$ cat src/rtl/roe_sequencer_pkg.sv
// roe_sequencer_pkg: shared sequencer states, opcode enum and HARD sub-op constants
package roe_sequencer_pkg;

    typedef enum logic [2:0] {
        IDLE,
        FETCH,
        DECODE,
        EXEC,
        MEM,
        WB,
        HALT,
        ERR
    } seq_state_t;

    typedef enum logic [2:0] {
        OP_REG,
        OP_ARITH,
        OP_SHIFT,
        OP_HARD,
        OP_SLT,
        OP_XOR,
        OP_AND,
        OP_OR
    } op_code_t;

    localparam logic [1:0] FUN2_REDEF  = 2'b00;
    localparam logic [1:0] FUN2_LW     = 2'b01;
    localparam logic [1:0] FUN2_SW     = 2'b10;
    localparam logic [1:0] FUN2_BRANCH = 2'b11;

    function automatic logic is_hard_sub(input logic [8:0] instr, input logic [1:0] fun2);
        return (op_code_t'(instr[8:6]) == OP_HARD) && (instr[5:4] == fun2);
    endfunction

endpackage

$ cat src/rtl/roe_wait_timer.sv
// roe_wait_timer: memory wait counter that flags when MAX wait cycles have elapsed
module roe_wait_timer #(
    parameter int MAX = 15
) (
    input  logic clk,
    input  logic rst_n,
    input  logic clr,
    input  logic inc,
    output logic expired
);

    localparam int W = $clog2(MAX + 1);

    logic [W-1:0] cnt;

    assign expired = (cnt == W'(MAX));

    // clear wins over increment; saturate at MAX
    always_ff @(posedge clk or negedge rst_n) begin
        if (!rst_n)
            cnt <= '0;
        else if (clr)
            cnt <= '0;
        else if (inc && !expired)
            cnt <= cnt + W'(1);
    end

endmodule

$ cat src/rtl/roe_sequencer.sv
// roe_sequencer: multi-cycle fetch/decode/execute sequencer for the R.O.E 9-bit core
module roe_sequencer
    import roe_sequencer_pkg::*;
#(
    parameter int PC_W        = 8,
    parameter int MEM_TIMEOUT = 15
) (
    input  logic            clk,
    input  logic            rst_n,
    input  logic            start,
    output logic            imem_req,
    output logic [PC_W-1:0] imem_addr,
    input  logic            imem_ack,
    input  logic [8:0]      imem_data,
    output logic [8:0]      instr_q,
    output logic            dmem_req,
    output logic            dmem_we,
    input  logic            dmem_ack,
    input  logic            branch_flag,
    output logic            rf_write_en,
    output logic [PC_W-1:0] pc,
    output logic            busy,
    output logic            done,
    output logic            err
);

    seq_state_t      state, state_n;
    logic [PC_W-1:0] pc_n;
    logic            load;
    logic            expired;
    logic [3:0]      off;
    logic [PC_W-1:0] off_sext;

    assign off       = instr_q[3:0];
    assign off_sext  = {{(PC_W-4){off[3]}}, off};
    assign imem_req  = (state == FETCH);
    assign imem_addr = pc;
    assign dmem_req  = (state == MEM);
    assign dmem_we   = (state == MEM) && is_hard_sub(instr_q, FUN2_SW);
    assign rf_write_en = (state == WB);
    assign busy      = (state inside {FETCH, DECODE, EXEC, MEM, WB});
    assign done      = (state == HALT);
    assign err       = (state == ERR);

    roe_wait_timer #(.MAX(MEM_TIMEOUT)) u_timer (
        .clk     (clk),
        .rst_n   (rst_n),
        .clr     (state_n != state),
        .inc     ((state == FETCH && !imem_ack) || (state == MEM && !dmem_ack)),
        .expired (expired)
    );

    // next state, next pc and instruction latch enable
    always_comb begin
        state_n = state;
        pc_n    = pc;
        load    = 1'b0;
        case (state)
            IDLE, HALT, ERR: if (start) begin
                state_n = FETCH;
                pc_n    = '0;
            end
            FETCH: if (imem_ack) begin
                load    = 1'b1;
                state_n = DECODE;
            end else if (expired) begin
                state_n = ERR;
            end
            DECODE: state_n = EXEC;
            EXEC: if (is_hard_sub(instr_q, FUN2_LW) || is_hard_sub(instr_q, FUN2_SW)) begin
                state_n = MEM;
            end else if (is_hard_sub(instr_q, FUN2_BRANCH)) begin
                if (off == 4'd0) begin
                    state_n = HALT;
                end else begin
                    state_n = FETCH;
                    pc_n    = branch_flag ? pc + off_sext : pc + PC_W'(1);
                end
            end else begin
                state_n = WB;
            end
            MEM: if (dmem_ack) begin
                if (is_hard_sub(instr_q, FUN2_SW)) begin
                    state_n = FETCH;
                    pc_n    = pc + PC_W'(1);
                end else begin
                    state_n = WB;
                end
            end else if (expired) begin
                state_n = ERR;
            end
            WB: begin
                state_n = FETCH;
                pc_n    = pc + PC_W'(1);
            end
            default: state_n = IDLE;
        endcase
    end

    // state register
    always_ff @(posedge clk or negedge rst_n) begin
        if (!rst_n)
            state <= IDLE;
        else
            state <= state_n;
    end

    // program counter and latched instruction
    always_ff @(posedge clk or negedge rst_n) begin
        if (!rst_n) begin
            pc      <= '0;
            instr_q <= '0;
        end else begin
            pc <= pc_n;
            if (load)
                instr_q <= imem_data;
        end
    end

endmodule

$ cat config.mk
export PLATFORM = sky130hd
export DESIGN_NAME = roe_sequencer
export DESIGN_NICKNAME = d
export VERILOG_FILES = /design/src/rtl/roe_sequencer_pkg.sv /design/src/rtl/roe_wait_timer.sv /design/src/rtl/roe_sequencer.sv
export SDC_FILE = /design/constraint.sdc
export NUM_CORES = 1
export LEC_CHECK = 0
export BUFFER_PORTS_ARGS = -buffer_cell sky130_fd_sc_hd__clkbuf_2
export CAP_MARGIN = 10
export CORE_ASPECT_RATIO = 0.8
export CORE_MARGIN = 2
export CORE_UTILIZATION = 58
export DETAILED_ROUTE_END_ITERATION = 6
export PLACE_DENSITY = 0.85
export SLEW_MARGIN = 20
export SYNTH_ARGS = -nofsm -noshare
export SYNTH_HDL_FRONTEND = slang
export SYNTH_SLANG_ARGS = --single-unit
$ cat constraint.sdc
create_clock -name clk -period 5.4 [get_ports clk]
set_input_delay 1.08 -clock clk [delete_from_list [all_inputs] [get_ports clk]]
set_output_delay 1.08 -clock clk [all_outputs]
set_load 0.005 [all_outputs]
==> results of run 1 <==
-- per-stage QoR --
stage / std cells / hold slack (ps) / power [mW] / util, %
after floorplan: 234 / 549 / 0.961 / -
after global placement: 308 / 542 / 1.14 / 65.2
after detailed placement: 308 / 556 / 1.15 / 65.2
after CTS: 312 / 578 / 1.31 / 67.3
after global routing: 313 / 606 / 1.44 / 67.5
final: 313 / 581 / 1.32 / 67.5
-- worst max-delay path by stage --
| stage | from | endpoint | slack, ps | depth (start not counted) |
|---|---|---|---|---|
| 2_1_floorplan | start | imem_addr[6] | 2990 | 5 |
| 3_3_place_gp | start | imem_addr[6] | 2540 | 6 |
| 3_5_place_dp | start | imem_addr[6] | 2470 | 6 |
| 4_1_cts | state[1] | dmem_we | 2580 | 3 |
| 5_1_grt | state[1] | dmem_we | 2470 | 3 |
| 6_report | state[1] | dmem_we | 2570 | 3 |
-- critical path: cells and delay by family (launching register included) --
kind,cells,cell delay (ps)
buffers and inverters,1,140
flip-flops,1,650
AND/OR/NAND/NOR,2,700
-- kinds of logic after synthesis --
group                    count (synthesis)  synth area share (%)
AND/OR/NAND/NOR                         90                  25.1
AO/OA/AOI/OAI                           70                  23.1
flip-flops                              24                  29.9
buffers and inverters                   22                  6.16
multiplexers                            11                  6.04
adder cells (fa/ha/maj)                 10                  6.60
XOR/XNOR                                 7                  3.05
-- report_power, final --
group / switching, mW / internal, mW
clock network: 0.0572 / 0.0991
registers: 0.161 / 0.252
logic: 0.391 / 0.361
total: 0.609 / 0.712
-- cell type report --
cell class | count | share of cell area (%)
inverters | 8 | 1.32
clock inverters | 1 | 1.32
multi-input cells | 188 | 56.5
flip-flops and latches | 24 | 26.4
well taps | 42 | 2.31
clock buffers | 3 | 1.81
repair buffers | 47 | 10.4
-- registers in the layout (all words and copies together) (netlist names) --
| name | flops |
|---|---|
| imem_addr | 8 |
| instr_q | 9 |
| u_timer.cnt | 4 |
| state | 3 |
-- cell usage after synthesis, types with 4 or more instances --
| cell | number |
|---|---|
| dfrtp_1 | 24 |
| nor2_1 | 19 |
| o21ai_0 | 17 |
| a21oi_1 | 14 |
| nand2_1 | 14 |
| buf_4 | 11 |
| nor3_1 | 10 |
| ha_1 | 9 |
| mux2_2 | 9 |
| inv_1 | 8 |
| nand3_1 | 8 |
| nor2b_1 | 5 |
| o21ai_1 | 5 |
| a21o_1 | 4 |
| xnor2_1 | 4 |
-- routing by layer --
| metal | part of all wire (%) | up-vias |
|---|---|---|
| met3 | 7.5 | 4 |
| met1 | 48 | 889 |
| li1 | - | 945 |
| met4 | 0.43 | 0 |
| met2 | 44 | 85 |
| met5 | 0 | - |
==> flow_summary.json, run 1 <==
{
  "status": "finished, final reports clean",
  "top_usage_layer": "met1",
  "power.static_leakage_nw": 1.04,
  "cts_root_buffer": "clkbuf_8",
  "yosysWarnings": 0,
  "multi_input_area_um2": 1290,
  "drtPass1Iterations": 4,
  "slew_viol_final": 0,
  "ys_seq_area_share_pct": 29.9,
  "initial_core_util_pct": 59.6,
  "post-place-ws_ps": 2470,
  "grt-ovfl-total": 0,
  "num_vias": 1923,
  "finalWirelength_mm": 4.63,
  "slowest_stage": "dfrtp_1",
  "clock_sinks": 24,
  "hold_viol_final": 0,
  "syn_inst": 234,
  "gp_congestion": 0.934,
  "place_area_um2": 2200,
  "gr-usage-met1_pct": 36.7,
  "required_ps": 4320,
  "clk_pin_slew_ps": 90,
  "drt-wirelength-per-cell_um": 14.8,
  "insertion_delay_ps": 270,
  "drtIter0Drc": 130,
  "synth_area_leaders": "dfrtp_1 30%, ha_1 5.6%, mux2_2 5.0%, o21ai_0 4.2%, buf_4 4.1%",
  "cp_max_fo": 22,
  "synth_nets": 259,
  "fin_nets": 297,
  "post_cts.repair.setup_buffers": 0,
  "grt_usage_pct": 24.2,
  "setup_ws_ps": 2570,
  "grt_util_met2_pct": 36.1,
  "tns_ps": 0,
  "drv_cap": 0,
  "finClkSkew_ps": 7.60,
  "tightest_slew_ps": 710,
  "io_buffer_count": 46,
  "fillers": 283,
  "critPathLaunchType": "flop",
  "crit_chain": "or3b_1 -> nor3_1 -> clkbuf_2",
  "holdBufCountCts": 0,
  "die-area_um2": 3960,
  "r2r_cells": 6,
  "irDropWorstVdd_mv": 0.378,
  "r2r_start": "state[1]",
  "criticalPathCategory": "reg -> out",
  "min_period_ps": 2830,
  "vias_per_cell": 6.14,
  "seq_area_um2": 601,
  "slowest_delay_ps": 650,
  "relSlewSlack_pct": 52.7,
  "whs_endpoint": "instr_q[7]",
  "hold_start": "instr_q[7]",
  "grt_max_degree": 25,
  "dieHeight_um": 56.7,
  "core-area_um2": 3380,
  "antenna_found_initial": 0,
  "synth_enable_flop_cells": 0,
  "ys_dominant_reg_cell": "dfrtp_1",
  "grt_use_met3_pct": 5.21,
  "cts_max_level": 1,
  "layout_common_cells": "46 x clkbuf_2, 24 x dfrtp_1, 19 x nor2_1",
  "drive_gt1_share_pct": 25.5,
  "dp_hpwl_mm": 3.44,
  "numCtsBuffers": 3,
  "io_pins": 47,
  "min_path_cells": 1,
  "avgSynthCellArea_um2": 8.59,
  "setup_viol_count_final": 0,
  "syn_area_um2": 2010,
  "final_common_cell": "clkbuf_2",
  "synth.distinct_cells": 58,
  "cts_resized": 0,
  "die_w_um": 69.8,
  "reg2reg_setup_slack_ps": 2980,
  "final_area_um2": 2280,
  "yosys.area.top_type": "dfrtp_1",
  "ys_ff_latch": 24,
  "grt_pass1_wl_mm": 7.85,
  "crit_arrival_ps": 1750,
  "fin_crit_sh_pct": 52.3,
  "area_delta_synth_final_pct": 13.3,
  "diodes": 0,
  "rsz0062_at_grt": "false",
  "powerDensity_nw_per_um2": 580,
  "holdCritPathClass": "reg -> reg",
  "drc": 0,
  "rr_endpoint": "imem_addr[6]",
  "rows": 19,
  "endpoint_kind": "output port",
  "ant_nets": 0,
  "grt_pass1_vias": 1648,
  "cts_tree": "yes",
  "cts_max_path_buffers": 2,
  "ys_async_sr_fraction_pct": 100,
  "clock.fmax_mhz": 354,
  "synth_top_area_share_pct": 29.9
}
(Power assumes the default switching activity.)
==> inputs of run 2 (changes only) <==
--- a/config.mk
+++ b/config.mk
@@ -9,9 +9,9 @@
 export CAP_MARGIN = 10
 export CORE_ASPECT_RATIO = 0.8
 export CORE_MARGIN = 2
-export CORE_UTILIZATION = 58
+export CORE_UTILIZATION = 54
 export DETAILED_ROUTE_END_ITERATION = 6
-export PLACE_DENSITY = 0.85
+export PLACE_DENSITY = 0.8
 export SLEW_MARGIN = 20
 export SYNTH_ARGS = -nofsm -noshare
 export SYNTH_HDL_FRONTEND = slang
==> constraint.sdc (replaced) <==
create_clock -name clk -period 2.7 [get_ports clk]
set_input_delay 0.54 -clock clk [delete_from_list [all_inputs] [get_ports clk]]
set_output_delay 0.54 -clock clk [all_outputs]
set_load 0.005 [all_outputs]
==> flow_summary.json, run 2 (synthesized netlist as in run 1, its figures left out) <==
{
  "status": "finished, final reports clean",
  "fin_nets": 297,
  "fillers": 291,
  "clk_pin_slew_ps": 90,
  "cts_max_path_buffers": 2,
  "dieHeight_um": 58.6,
  "cts_resized": 0,
  "endpoint_kind": "flop",
  "drt-wirelength-per-cell_um": 15.5,
  "grt_pass1_wl_mm": 7.96,
  "required_ps": 2900,
  "drc": 0,
  "cts_max_level": 1,
  "drtIter0Drc": 196,
  "crit_family": "compound AO/OA/AOI/OAI gates",
  "cts_root_buffer": "clkbuf_8",
  "path_buf_inv": 2,
  "drv_cap": 0,
  "stdcell_count": 313,
  "area_delta_synth_final_pct": 13.3,
  "criticalPathCategory": "reg -> reg",
  "largest_reg_flops": 9,
  "power.static_leakage_nw": 1.04,
  "rsz0062_at_grt": "false",
  "final_area_um2": 2280,
  "seq_area_um2": 601,
  "holdCritPathClass": "in -> async",
  "slew_viol_final": 0,
  "holdBufCountCts": 0,
  "num_vias": 1957,
  "cts_tree": "yes",
  "grt_usage_pct": 24.2,
  "vias_per_cell": 6.25,
  "initial_core_util_pct": 57.5,
  "slowest_delay_ps": 650,
  "utilization_pct": 65.2,
  "irDropWorstVdd_mv": 0.645,
  "startpoint": "state[0]",
  "hold_viol_final": 0,
  "drive_gt1_share_pct": 25.5,
  "layout_common_cells": "46 x clkbuf_2, 24 x dfrtp_1, 19 x nor2_1",
  "grt_max_degree": 25,
  "relSlewSlack_pct": 53.3,
  "tns_ps": 0,
  "place_area_um2": 2210,
  "finClkSkew_ps": 1.99,
  "cp_max_fo": 17,
  "rows": 19,
  "drtPass1Iterations": 4,
  "die_w_um": 72.2,
  "post_cts.repair.setup_buffers": 0,
  "place_inst": 309,
  "grt-ovfl-total": 0,
  "antenna_found_initial": 0,
  "io_pins": 47,
  "reg2reg_setup_slack_ps": 390,
  "io_buffer_count": 46,
  "insertion_delay_ps": 270,
  "finalWirelength_mm": 4.85,
  "min_period_ps": 2310,
  "dp_hpwl_mm": 3.61,
  "multi_input_area_um2": 1290,
  "crit_arrival_ps": 2510,
  "final_common_cell": "clkbuf_2",
  "gp_congestion": 0.939,
  "grt_pass1_vias": 1608,
  "die-area_um2": 4230,
  "fin_crit_sh_pct": 85.4,
  "powerDensity_nw_per_um2": 1180,
  "clock_sinks": 24,
  "tightest_slew_ps": 700,
  "diodes": 0,
  "r2r_start": "state[0]",
  "setup_viol_count_final": 0,
  "slowest_stage": "dfrtp_1",
  "max_flop_register": "instr_q",
  "clock.fmax_mhz": 434,
  "critPathLaunchType": "flop",
  "ant_nets": 0,
  "total_power_mw": 2.68,
  "core-area_um2": 3490,
  "crit_chain": "inv_1 -> o41ai_1 -> a22oi_1 -> buf_4 -> or4_1 -> o211ai_1",
  "numCtsBuffers": 3
}
run 2: cell counts in the layout (fill, tap and decap cells not counted):
No cell type changed its count.
run 2: final cells by class:
type / count / area share, %
Multi-Input combinational cell: 188 / 56.5
Sequential cell: 24 / 26.4
Timing Repair Buffer: 47 / 10.4
Tap cell: 42 / 2.31
Clock buffer: 3 / 1.81
Clock inverter: 1 / 1.32
Inverter: 8 / 1.32
run 2: path summary, 6_finish.rpt:
kind                                   to  depth (start not counted)
max                          imem_addr[6]                          6
min                        u_timer.cnt[0]                          1
max reg2reg                  imem_addr[6]                          6
min reg2reg                    instr_q[6]                          1
max in group asynchronous        state[1]                          1
min in group clk               instr_q[3]                          2
run 2: where the power goes:
group | switching, mW | leakage (nW) | internal [mW] | total [mW]
Clock | 0.127 | 0.0357 | 0.199 | 0.325
Combinational | 0.797 | 0.702 | 0.723 | 1.52
Sequential | 0.329 | 0.306 | 0.503 | 0.832
run 2: routing by layer:
metal  global-route usage (%)  vias up  wire length, um
li1                         -      942                -
met1                     40.2      911             2350
met2                     31.7       97             1950
met3                     4.11        7              504
met4                     6.47        0               45
met5                        0        -                0
run 2: metrics by stage:
step / hold WS (ps) / worst slack, ps
global route: 304 / 230
floorplan: 244 / 629
finish: 257 / 393
detailed placement: 561 / 460
global placement: 543 / 556
CTS: 285 / 408
==> inputs of run 3 (changes only) <==
--- a/config.mk
+++ b/config.mk
@@ -7,11 +7,13 @@
 export LEC_CHECK = 0
 export BUFFER_PORTS_ARGS = -buffer_cell sky130_fd_sc_hd__clkbuf_2
 export CAP_MARGIN = 10
+export CELL_PAD_IN_SITES_DETAIL_PLACEMENT = 1
+export CELL_PAD_IN_SITES_GLOBAL_PLACEMENT = 2
 export CORE_ASPECT_RATIO = 0.8
 export CORE_MARGIN = 2
-export CORE_UTILIZATION = 54
+export CORE_UTILIZATION = 32
 export DETAILED_ROUTE_END_ITERATION = 6
-export PLACE_DENSITY = 0.8
+export PLACE_DENSITY_LB_ADDON = 0.1
 export SLEW_MARGIN = 20
 export SYNTH_ARGS = -nofsm -noshare
 export SYNTH_HDL_FRONTEND = slang
==> flow_summary.json, run 3 (synthesized netlist as in run 1, its figures left out) <==
{
  "drc": 0,
  "finClkSkew_ps": 1.56,
  "final_common_cell": "clkbuf_2",
  "setup_ws_ps": 425,
  "required_ps": 2160,
  "cts_root_buffer": "clkbuf_8",
  "drv_cap": 0,
  "critPathLaunchType": "flop",
  "cts_max_level": 1,
  "p_comb_share_pct": 60.1,
  "area_delta_synth_final_pct": 18.0,
  "p_clk_share_pct": 11.5,
  "p_int_mw": 1.49,
  "stdcell_count": 358,
  "tns_ps": 0,
  "io_pins": 47,
  "dieHeight_um": 74.9,
  "fillers": 754,
  "diodes": 0,
  "die_w_um": 92.6,
  "rows": 25,
  "layout_common_cells": "46 x clkbuf_2, 24 x dfrtp_1, 19 x nor2_1",
  "grt_pass1_vias": 1806,
  "core-area_um2": 6010,
  "min_period_ps": 2270,
  "p_sw_mw": 1.33,
  "cts_resized": 0,
  "r2r_cells": 5,
  "swShare_pct": 47.2,
  "insertion_delay_ps": 270,
  "grt-ovfl-total": 0,
  "relSlewSlack_pct": 54.5,
  "clk_pin_slew_ps": 90,
  "setup_viol_count_final": 0,
  "numCtsBuffers": 3,
  "post_cts.repair.setup_buffers": 0,
  "gp_congestion": 0.759,
  "seq_power_share_pct": 28.4,
  "fin_crit_sh_pct": 84.2,
  "utilization_pct": 39.5,
  "grt_pass1_wl_mm": 9.89,
  "crit_arrival_ps": 1730,
  "finalWirelength_mm": 6.16,
  "holdBufCountCts": 0,
  "post-place-ws_ps": 424,
  "die-area_um2": 6940,
  "endpoint_kind": "output port",
  "hold_viol_final": 0,
  "antenna_found_initial": 0,
  "fin_nets": 303,
  "grt_usage_pct": 18.4,
  "io_buffer_count": 46,
  "total_power_mw": 2.82,
  "status": "finished, final reports clean",
  "drtPass1Iterations": 4,
  "place_area_um2": 2300,
  "final_area_um2": 2370,
  "clock.fmax_mhz": 440,
  "power.static_leakage_nw": 1.07,
  "place_inst": 354,
  "ant_nets": 0,
  "cp_max_fo": 18,
  "rsz0062_at_grt": "false",
  "largest_reg_flops": 9,
  "crit_chain": "or3b_1 -> nor3_1 -> clkbuf_2",
  "slowest_stage": "dfrtp_1",
  "holdCritPathClass": "in -> async",
  "cts_max_path_buffers": 2,
  "timing.hold.ws_ps": 287,
  "initial_core_util_pct": 33.5,
  "powerDensity_nw_per_um2": 1190,
  "dp_hpwl_mm": 4.78,
  "drt-wirelength-per-cell_um": 17.2,
  "clock_sinks": 24,
  "seq_area_um2": 601,
  "slew_viol_final": 0,
  "slowest_delay_ps": 690,
  "multi_input_area_um2": 1290,
  "drive_gt1_share_pct": 27.1,
  "max_flop_register": "instr_q",
  "irDropWorstVdd_mv": 0.369,
  "vias_per_cell": 5.35,
  "grt_max_degree": 25,
  "num_vias": 1917,
  "tightest_slew_ps": 682,
  "criticalPathCategory": "reg -> out",
  "cts_tree": "yes",
  "drtIter0Drc": 123
}
[run 3: metal layers]
metal | vias to the layer above | GRT usage [%] | wire length (um)
met1 | 916 | 30.5 | 3600
met2 | 41 | 25.4 | 2310
met5 | - | 0 | 0
li1 | 958 | - | -
met3 | 2 | 3.00 | 237
met4 | 0 | 1.96 | 19
[run 3: cell type report]
| cell class | instances | share of cell area [%] |
|---|---|---|
| clock buffers | 3 | 1.74 |
| clock inverters | 1 | 1.27 |
| inverters | 8 | 1.27 |
| multi-input cells | 188 | 54.2 |
| flip-flops and latches | 24 | 25.3 |
| well taps | 81 | 4.27 |
| repair buffers | 53 | 11.9 |
[run 3: worst paths after layout]
kind                       slack (ps)              to         start
max                               430         dmem_we      state[2]
min                               290      instr_q[6]         rst_n
max reg2reg                       440  u_timer.cnt[0]      state[0]
min reg2reg                       580      instr_q[7]    instr_q[7]
max in group asynchronous        1970    imem_addr[3]         rst_n
min in group clk                  490      instr_q[3]  imem_data[3]
[run 3: worst max-delay path, delay by kind of cell, from the launching register on]
kind | cells | cell delay, ps
buf+inv | 1 | 140
flops | 1 | 690
simple gates | 2 | 630
[run 3: power groups by stage]
stage / combinational [mW] / clock (mW) / sequential (mW)
floorplan: 1.21 / 0 / 0.712
global placement: 1.70 / 0 / 0.800
detailed placement: 1.69 / 0 / 0.808
CTS: 1.70 / 0.338 / 0.801
global route: 1.89 / 0.349 / 0.841
finish: 1.69 / 0.324 / 0.799
